--- config.mk ---
export PLATFORM = sky130hd
export DESIGN_NAME = rr_grant_encoder
export DESIGN_NICKNAME = d
export VERILOG_FILES = /design/src/rtl/rr_grant_encoder.sv
export SDC_FILE = /design/constraint.sdc
export NUM_CORES = 1
export LEC_CHECK = 0
export ABC_AREA = 0
export CAP_MARGIN = 20
export CORE_MARGIN = 10
export CORE_UTILIZATION = 56
export CTS_BUF_LIST = sky130_fd_sc_hd__clkbuf_4
export CTS_CLUSTER_SIZE = 24
export DETAILED_ROUTE_END_ITERATION = 16
export PLACE_DENSITY_LB_ADDON = 0.2
export SLEW_MARGIN = 20
export SYNTH_ARGS = -nofsm -noshare
export SYNTH_HDL_FRONTEND = slang
export SYNTH_SLANG_ARGS = --single-unit
--- constraint.sdc ---
create_clock -name clk -period 5.4 [get_ports clk]
set_clock_uncertainty 0.2 [all_clocks]
set_input_delay 0.81 -clock clk [delete_from_list [all_inputs] [get_ports clk]]
set_output_delay 0.81 -clock clk [all_outputs]
set_load 0.02 [all_outputs]
--- src/rtl/rr_grant_encoder.sv ---
// Round-robin arbiter over 8 level requests with a valid/ready grant output.
// A grant, once presented, is held until accepted; the pointer then advances past the winner.
module rr_grant_encoder (
  input  logic       clk,
  input  logic       rst_n,
  input  logic [7:0] req,
  input  logic       out_ready,
  output logic       out_valid,
  output logic [2:0] out_idx,
  output logic [2:0] ptr
);

  typedef enum logic {
    IDLE  = 1'b0,
    GRANT = 1'b1
  } state_e;

  state_e     state_q, state_d;
  logic [2:0] idx_q, idx_d;
  logic [2:0] ptr_q, ptr_d;

  logic [15:0] req_dbl;
  logic [7:0]  req_rot;
  logic [2:0]  win_off;
  logic [2:0]  winner;

  // Rotate so that bit 0 is the channel at ptr; the lowest set bit is then the winner's offset.
  always_comb begin
    req_dbl = {req, req} >> ptr_q;
    req_rot = req_dbl[7:0];
    win_off = 3'd0;
    for (int i = 7; i >= 0; i--) begin
      if (req_rot[i]) win_off = 3'(i);
    end
    winner = ptr_q + win_off;
  end

  // NOTE: every signal driven here gets a default first so no path leaves it unassigned (no latch).
  always_comb begin
    state_d = state_q;
    idx_d   = idx_q;
    ptr_d   = ptr_q;
    unique case (state_q)
      IDLE: begin
        if (|req) begin
          state_d = GRANT;
          idx_d   = winner;
        end
      end
      GRANT: begin
        if (out_ready) begin
          state_d = IDLE;
          ptr_d   = idx_q + 3'd1;
        end
      end
      default: state_d = IDLE;
    endcase
  end

  // NOTE: state registers use non-blocking assignments so all flops update together on the edge.
  always_ff @(posedge clk or negedge rst_n) begin
    if (!rst_n) begin
      state_q <= IDLE;
      idx_q   <= 3'd0;
      ptr_q   <= 3'd0;
    end else begin
      state_q <= state_d;
      idx_q   <= idx_d;
      ptr_q   <= ptr_d;
    end
  end

  assign out_valid = (state_q == GRANT);
  assign out_idx   = idx_q;
  assign ptr       = ptr_q;

endmodule

# [Word-level counts from Yosys, hierarchy flattened]
# Cells that the tools add are included.
[totals] regBits=7 latchBits=0 out_inout_bits=7 mem_bits_rw=0 input_bits=11 n_memories=0 romBits=0
[op_classes] addsub=2 div_mod_pow=0 bitwise_logic=1 n_eq_ne=0 n_mux=11 multipliers=0 order_cmp=0 n_reduce_logical=3 n_shift=1
[op_table] cell="3-bit 2-to-1 mux" n=8
[op_table] cell="16-bit by 3-bit right shift with 8-bit output" n=1
[op_table] cell="8-bit OR reduction" n=1
[op_table] cell="2-bit AND reduction" n=2
[op_table] cell="3-bit by 1-bit adder with 3-bit output, second input constant" n=1
[op_table] cell="3-bit adder" n=1
[op_table] cell="1-bit 2-to-1 mux" n=2
[op_table] cell="1-bit case mux with 2 select lines" n=1
[op_table] cell="1-bit NOT" n=1

# [Logic depth before layout (Yosys ltp)]
# Gate-level depths: netlist of the first run.
[logic_depth] word_depth=10 mapped_depth=13 ltp_nobuf=11

# [Least setup slack after synthesis of the first run]
# Ideal clock, no wire load.
[synth_path] path_type="input port to flip-flop" from="input req[0]" to="register idx_q[2], in the netlist out_idx[2]" path_buffers=0 arrival_time_ns=2.595 setup_slack_ns=2.476 setup_time_ns=0.129 required_ns=5.071 cell_stages=8 cell_sequence="mux2_4 -> or2_1 -> a211o_1 -> o221ai_1 -> a21oi_1 -> fa_1 -> nor4_1 -> o31ai_1"
[synth_via] elab_chain_cells=10 word_cells_on_any_way=12
[synth_lines] element="start: declaration" line_no="6" rtl="input logic [7:0] req,"
[synth_lines] element="16-bit by 3-bit right shift with 8-bit output" line_no="29" rtl="req_dbl = {req, req} >> ptr_q;"
[synth_lines] element="3-bit 2-to-1 mux (8 in a row)" line_no="33" rtl="if (req_rot[i]) win_off = 3'(i);"
[synth_lines] element="3-bit adder" line_no="35" rtl="winner = ptr_q + win_off;"
[synth_lines] element="end signal: assignment" line_no="68" rtl="idx_q <= idx_d;"
[synth_lines] element="end: declaration" line_no="19" rtl="logic [2:0] idx_q, idx_d;"
# Several ways; a longest one is shown, not always the timed one.
# A chain may end at the register's enable or synchronous reset.

# [Worst setup path in the final report of the first run]
[layout_path] from="input req[3]" to="register idx_q[2], in the netlist out_idx[2]"
# The elaborated chain is that of the path after synthesis.

==> results of run 1 <==
[routing by layer]
layer  global-route usage [%]  up-vias  share of wire, %  wire length (µm)
met5                        0        -                 0                 0
met4                    4.590        0               1.3                29
met3                    3.648        5               4.9               108
met2                    20.12       25                48              1042
met1                    18.10      405                46              1010
li1                         -      414                 -                 -
[how the worst max path moves through the flow]
| stage | from | to | slack [ns] | cells past startpoint |
|---|---|---|---|---|
| final | req[3] | out_idx[2] | 1.99 | 12 |
| after global routing | req[3] | out_idx[2] | 1.75 | 12 |
| after CTS | req[3] | out_idx[2] | 2.00 | 12 |
| after detailed placement | req[3] | out_idx[2] | 1.72 | 12 |
| after global placement | req[3] | out_idx[2] | 1.82 | 12 |
| after floorplan | req[0] | out_idx[2] | 2.48 | 8 |
[area by class of cell]
type,instances,share of cell area [%]
clock inverters,1,0.4866
multi-input cells,85,60.10
clock buffers,3,2.190
repair buffers,17,16.54
inverters,5,1.825
well taps,15,1.825
flip-flops and latches,7,17.03
[worst register-to-register path: cells and delay by family, from the launching register on]
family          cells  cell delay [ns]
flops               1             0.83
compound gates      5             0.79
fa+ha+maj           2             0.56
buf+inv             2             0.35
simple gates        1             0.29
mux                 1             0.15
[sequential cells by signal, indices dropped and copies added, names as in the netlist]
register,cells
out_idx,3
ptr,3
out_valid,1
[cell families (layout without fill, tap and decap cells)]
logic type,Yosys count,in the layout,share of synthesized area [%]
muxes,12,12,16.94
adders and majority gates,3,3,5.349
AOI/OAI and AO/OA,33,33,27.64
xor gates and xnor gates,1,1,1.040
and+or+nand+nor,36,36,22.44
DFF,7,7,20.80
buffers and inverters,10,26,5.794
[through the flow]
stage           power, W  std cells  utilization, %  worst slack (ns)
3_5_place_dp   0.0004563        129           73.26             1.723
4_1_cts        0.0005105        133           75.27             2.001
5_1_grt        0.0005567        133           75.27             1.751
3_3_place_gp   0.0004435        129           73.26             1.820
6_report       0.0005106        133           75.27             1.988
2_1_floorplan  0.0003647        102               -             2.476
[placed cells by master (no fill, tap or decap), drive strengths merged, types with 2 or more instances in the layout]
cell,netlist,layout
or2,2,2
nand3b,2,2
nand2,11,11
a211oi,2,2
o21ai,6,6
nand3,2,2
a31oi,2,2
o31ai,2,2
mux2i,6,6
inv,5,5
a21oi,11,11
o2111ai,2,2
clkdlybuf4s50,0,17
dfrtp,7,7
nor2b,5,5
ha,2,2
mux2,5,5
clkbuf,1,3
nor2,5,5
nor3,5,5
[power groups by stage]
stage	Clock, W	Combinational (W)	Sequential (W)
after global routing	0.0000555	0.000349	0.000152
after floorplan	0	0.000247	0.000118
after detailed placement	0	0.000313	0.000143
after CTS	0.0000531	0.000315	0.000143
after global placement	0	0.000302	0.000141
final	0.0000519	0.000314	0.000144
==> results.tsv, run 1 <==
metric	value	unit
synth_top_cell_area_share	20.80	%
synth.ff_latch_count	7	
seqCellArea	175.2	µm²
placementRows	13	
pwr_density_cell	496.4	nW/µm²
wire_length_of_the_first_global_routing_pass	3781	µm
min_from	out_valid	
max_clock_freq	293.1	MHz
gp_congestion	0.8651	
maximum_cell_stage_delay_along_the_critical_path	0.52	ns
leakagePower	0.4067	nW
timing.critical_path.to_type	register	
final.hold.worst_slack	0.3221	ns
place_hpwl	1755	µm
routed_via_density	6.383	
cts.sinks	7	
fin_nets	133	
worst_pin_slew	0.7595	ns
avgRoutedWirePerCell	16.48	µm
hold_path_end	out_valid	
path_buf_inv	2	
die_x	58.78	µm
detail-route-antenna-nets	0	
drt_iter0_markers	17	
post_synthesis_instance_area	842.1	µm²
seqPwrFrac	28.3	%
synth_common_cells	11 x a21oi_1, 11 x nand2_1, 7 x dfrtp_1	
clock_power_share	10.2	%
hold_violations	0	
p_sw	0.0002511	W
p_comb_share	61.6	%
final.setup.tns	0	ns
clk_latency	0.27	ns
starting_density_of_the_core	61.63	%
relSlewSlack	49.37	%
port_buffers	17	
gr-total-overflow	0	
worst-setup-path-type	in -> reg	
worst_r2r_endpoint	out_idx[2]	
ys_warn_count	0	
worstPathCellList	clkdlybuf4s50_1 > nor2b_1 > a211oi_1 > a21oi_1 > mux2i_1 > o2111ai_1 > a31oi_1 > ha_1 > inv_1 > fa_1 > nor4_1 > o31ai_1	
grt_start_max_net_pins	22	
final-max-slew-violation-count	0	
clk_path_buf_depth	2	
finalCritPeriodShare	63.19	%
cts_buffers	3	
synth-edff-count	0	
synth.top_cells.by_area	dfrtp_1 21%, mux2i_1 7.1%, a21oi_1 6.5%	
min_path_cells	1	
ir_worst_vdd	409.0	µV
critical-path-slowest-cell	clkdlybuf4s50_1	
critical_path.startpoint_type	primary input	
cts_setup_buffers	0	
syn-num-nets	116	
r2r_start	ptr[0]	
crit_family	compound AO/OA/AOI/OAI gates	
number_of_antenna_violations_at_the_first_check_in_global_routing	0	
n_fill_cell	124	
die_y	58.78	µm
reg2reg_slack	2.10	ns
layout_area_growth_over_synthesis	22.14	%
rsz_0062_raised_after_global_routing	no	
drc	0	
worst_setup_hold_path_clk_slew	0.06	ns
leading_register_cell_type_out_of_synthesis	dfrtp_1	
yosysSeqAreaShare	20.80	%
r2r.worst_path.cells	11	
hold_path_class	reg -> reg	
critical_path_required	5.34	ns
proportion_of_total_power_due_to_net_switching	49.19	%
post-route-min-period	3.412	ns
result_of_the_run	finished clean	
dpl_cell_area	1001	µm²
hold_buffers	0	
finalInstanceArea	1028	µm²
syn_area_per_cell	8.255	µm²
boundaryPins	18	
synth_top_cell_by_area	dfrtp_1	
total_global_routing_track_utilization	13.49	%
cts_root_buf	clkbuf_4	
p_int	0.0002594	W
timing.max_cap.violations	0	
core_region_area	1366	µm²
layout_cell_share_with_drive_strength_beyond_1	11.86	%
worstPathMaxFanout	5	
setup_violations	0	
number_of_gates_resized_after_cts	0	
multiInputGateArea	618.1	µm²
critPathArrivalTime	3.35	ns
wirelength	2192	µm
fp.dieArea	3455	µm²
synthCells	102	
clock_tree.htree_level_count	1	
grt_pass1_vias	782	
ys_async_sr_fraction	100.0	%
number_of_distinct_library_cells_after_synthesis	41	
first_pass_iters	4	
tritoncts	built	
via_count	849	
antenna_diodes	0	
(Power assumes the default switching activity.)
==> run 2: changes to the inputs <==
Settings changed: CORE_UTILIZATION 56 to 52.
Clock period 5.4 ns to 3.2 ns, I/O delays scaled along.
==> results.tsv, run 2 (synthesized netlist as in run 1, its figures left out) <==
metric	value	unit
result_of_the_run	finished clean	
grt_start_max_net_pins	14	
layout_setup_ws	0.2009	ns
die_x	60.24	µm
p_int	0.0004688	W
clk_latency	0.26	ns
number_of_antenna_violations_at_the_first_check_in_global_routing	0	
routed_via_density	6.077	
port_buffers	17	
placementRows	14	
maximum_cell_stage_delay_along_the_critical_path	0.49	ns
worstPathCellList	clkdlybuf4s50_1 > nor2b_1 > a211oi_1 > a21oi_1 > mux2i_1 > o2111ai_1 > a31oi_1 > ha_1 > inv_1 > fa_1 > nor4_1 > o31ai_1	
dpl_cell_area	1062	µm²
clock_power_share	9.0	%
final.setup.tns	0	ns
critPathArrivalTime	2.93	ns
detail-route-antenna-nets	0	
antenna_diodes	0	
hold_path_class	in -> async	
finish.utilization	71.59	%
post-place-ws	-0.05539	ns
seqPwrFrac	23.1	%
critical_path.startpoint_type	primary input	
tritoncts	built	
worst_pin_slew	0.3907	ns
gp_congestion	0.8277	
relSlewSlack	73.95	%
clock_tree.htree_level_count	1	
ir_worst_vdd	486.5	µV
p_sw	0.0004260	W
worst_setup_hold_path_clk_slew	0.05	ns
boundaryPins	18	
leakagePower	0.4441	nW
clk_path_buf_depth	2	
worst-setup-path-type	in -> reg	
rsz_0062_raised_after_global_routing	no	
max_clock_freq	333.4	MHz
post-route-min-period	2.999	ns
mostFrequentLayoutCell	clkdlybuf4s50_1	
hold_violations	0	
critical_path_required	3.13	ns
finalCritPeriodShare	93.72	%
final-max-slew-violation-count	0	
via_count	863	
p_comb_share	68.0	%
pwr_density_cell	820.1	nW/µm²
layout_cell_share_with_drive_strength_beyond_1	18.25	%
cts_root_buf	clkbuf_4	
wirelength	2186	µm
n_fill_cell	129	
place_hpwl	1798	µm
avgRoutedWirePerCell	15.39	µm
drc	0	
setup_violations	0	
starting_density_of_the_core	55.25	%
proportion_of_total_power_due_to_net_switching	47.61	%
critical-path-slowest-cell	clkdlybuf4s50_1	
cts.sinks	7	
cts_buffers	3	
first_pass_iters	4	
drt_iter0_markers	22	
timing.critical_path.to_type	register	
layout.cells.most_common_list	17 x clkdlybuf4s50_1, 11 x a21oi_1, 11 x nand2_1, 8 x buf_4	
worstPathMaxFanout	5	
gr-total-overflow	0	
wire_length_of_the_first_global_routing_pass	3622	µm
total_global_routing_track_utilization	12.59	%
die_y	60.24	µm
crit_family	compound AO/OA/AOI/OAI gates	
core_region_area	1524	µm²
fin_nets	141	
timing.max_cap.violations	0	
layout_area_growth_over_synthesis	29.57	%
finalInstanceArea	1091	µm²
grt_pass1_vias	881	
path_buf_inv	2	
fp.dieArea	3629	µm²
==> run 2: worst register-to-register path, stage by stage (launching register included) <==
cell       delay, ns
dfrtp_1         0.52
buf_4           0.21
inv_1           0.11
a211oi_1        0.20
a21oi_1         0.09
mux2i_1         0.15
o2111ai_1       0.12
a31oi_1         0.18
ha_1            0.18
inv_1           0.05
fa_1            0.38
nor4_1          0.29
o31ai_1         0.12
==> run 2: routing by layer <==
metal | vias up | part of all wire [%] | global-route usage (%)
li1 | 432 | - | -
met1 | 396 | 42 | 13.22
met2 | 32 | 49 | 22.21
met3 | 3 | 7.5 | 4.237
met4 | 0 | 1.1 | 5.128
met5 | - | 0 | 0
==> run 2: final timing paths <==
path                       startpoint         end  slack, ns  depth (start not counted)
max                            req[3]  out_idx[2]       0.20                         12
min                             rst_n      ptr[2]       0.28                          1
max reg2reg                    ptr[0]  out_idx[2]       0.27                         12
min reg2reg                out_idx[1]  out_idx[1]       0.33                          2
max in group asynchronous       rst_n      ptr[1]       2.27                          1
min in group clk           out_idx[1]  out_idx[1]       0.33                          2
==> run 2: repair_timing <==
item | 4_1_cts | 5_1_grt
buffers inserted | 0 | 0
gates resized for setup | 0 | 1
hold buffers | 0 | 0
endpoints found under the setup margin | 0 | 1
endpoints found under the hold margin | 0 | 0
==> run 2: power groups by stage <==
stage / Clock [W] / Sequential (W) / Combinational, W
floorplan: 0 / 0.000199 / 0.000417
global placement: 0 / 0.000202 / 0.000582
detailed placement: 0 / 0.000207 / 0.000607
CTS: 0.0000830 / 0.000205 / 0.000613
global route: 0.0000881 / 0.000217 / 0.000667
finish: 0.0000803 / 0.000206 / 0.000608
==> run 2: cell type report <==
type	count	area [µm²]	area share, %
Timing Repair Buffer	25	230.2	21.10
Multi-Input combinational cell	85	618.1	56.65
Sequential cell	7	176.4	16.17
Clock buffer	3	22.52	2.064
Tap cell	16	20.02	1.835
Clock inverter	1	5.005	0.4587
Inverter	5	18.77	1.720
==> run 2: through the flow <==
step                power [W]  instances  hold WS [ns]
finish              0.0008948        142        0.2772
detailed placement  0.0008139        138        0.3232
floorplan           0.0006155        102      -0.01559
CTS                 0.0009011        142        0.2792
global placement    0.0007841        138        0.3079
global route        0.0009728        142        0.2815
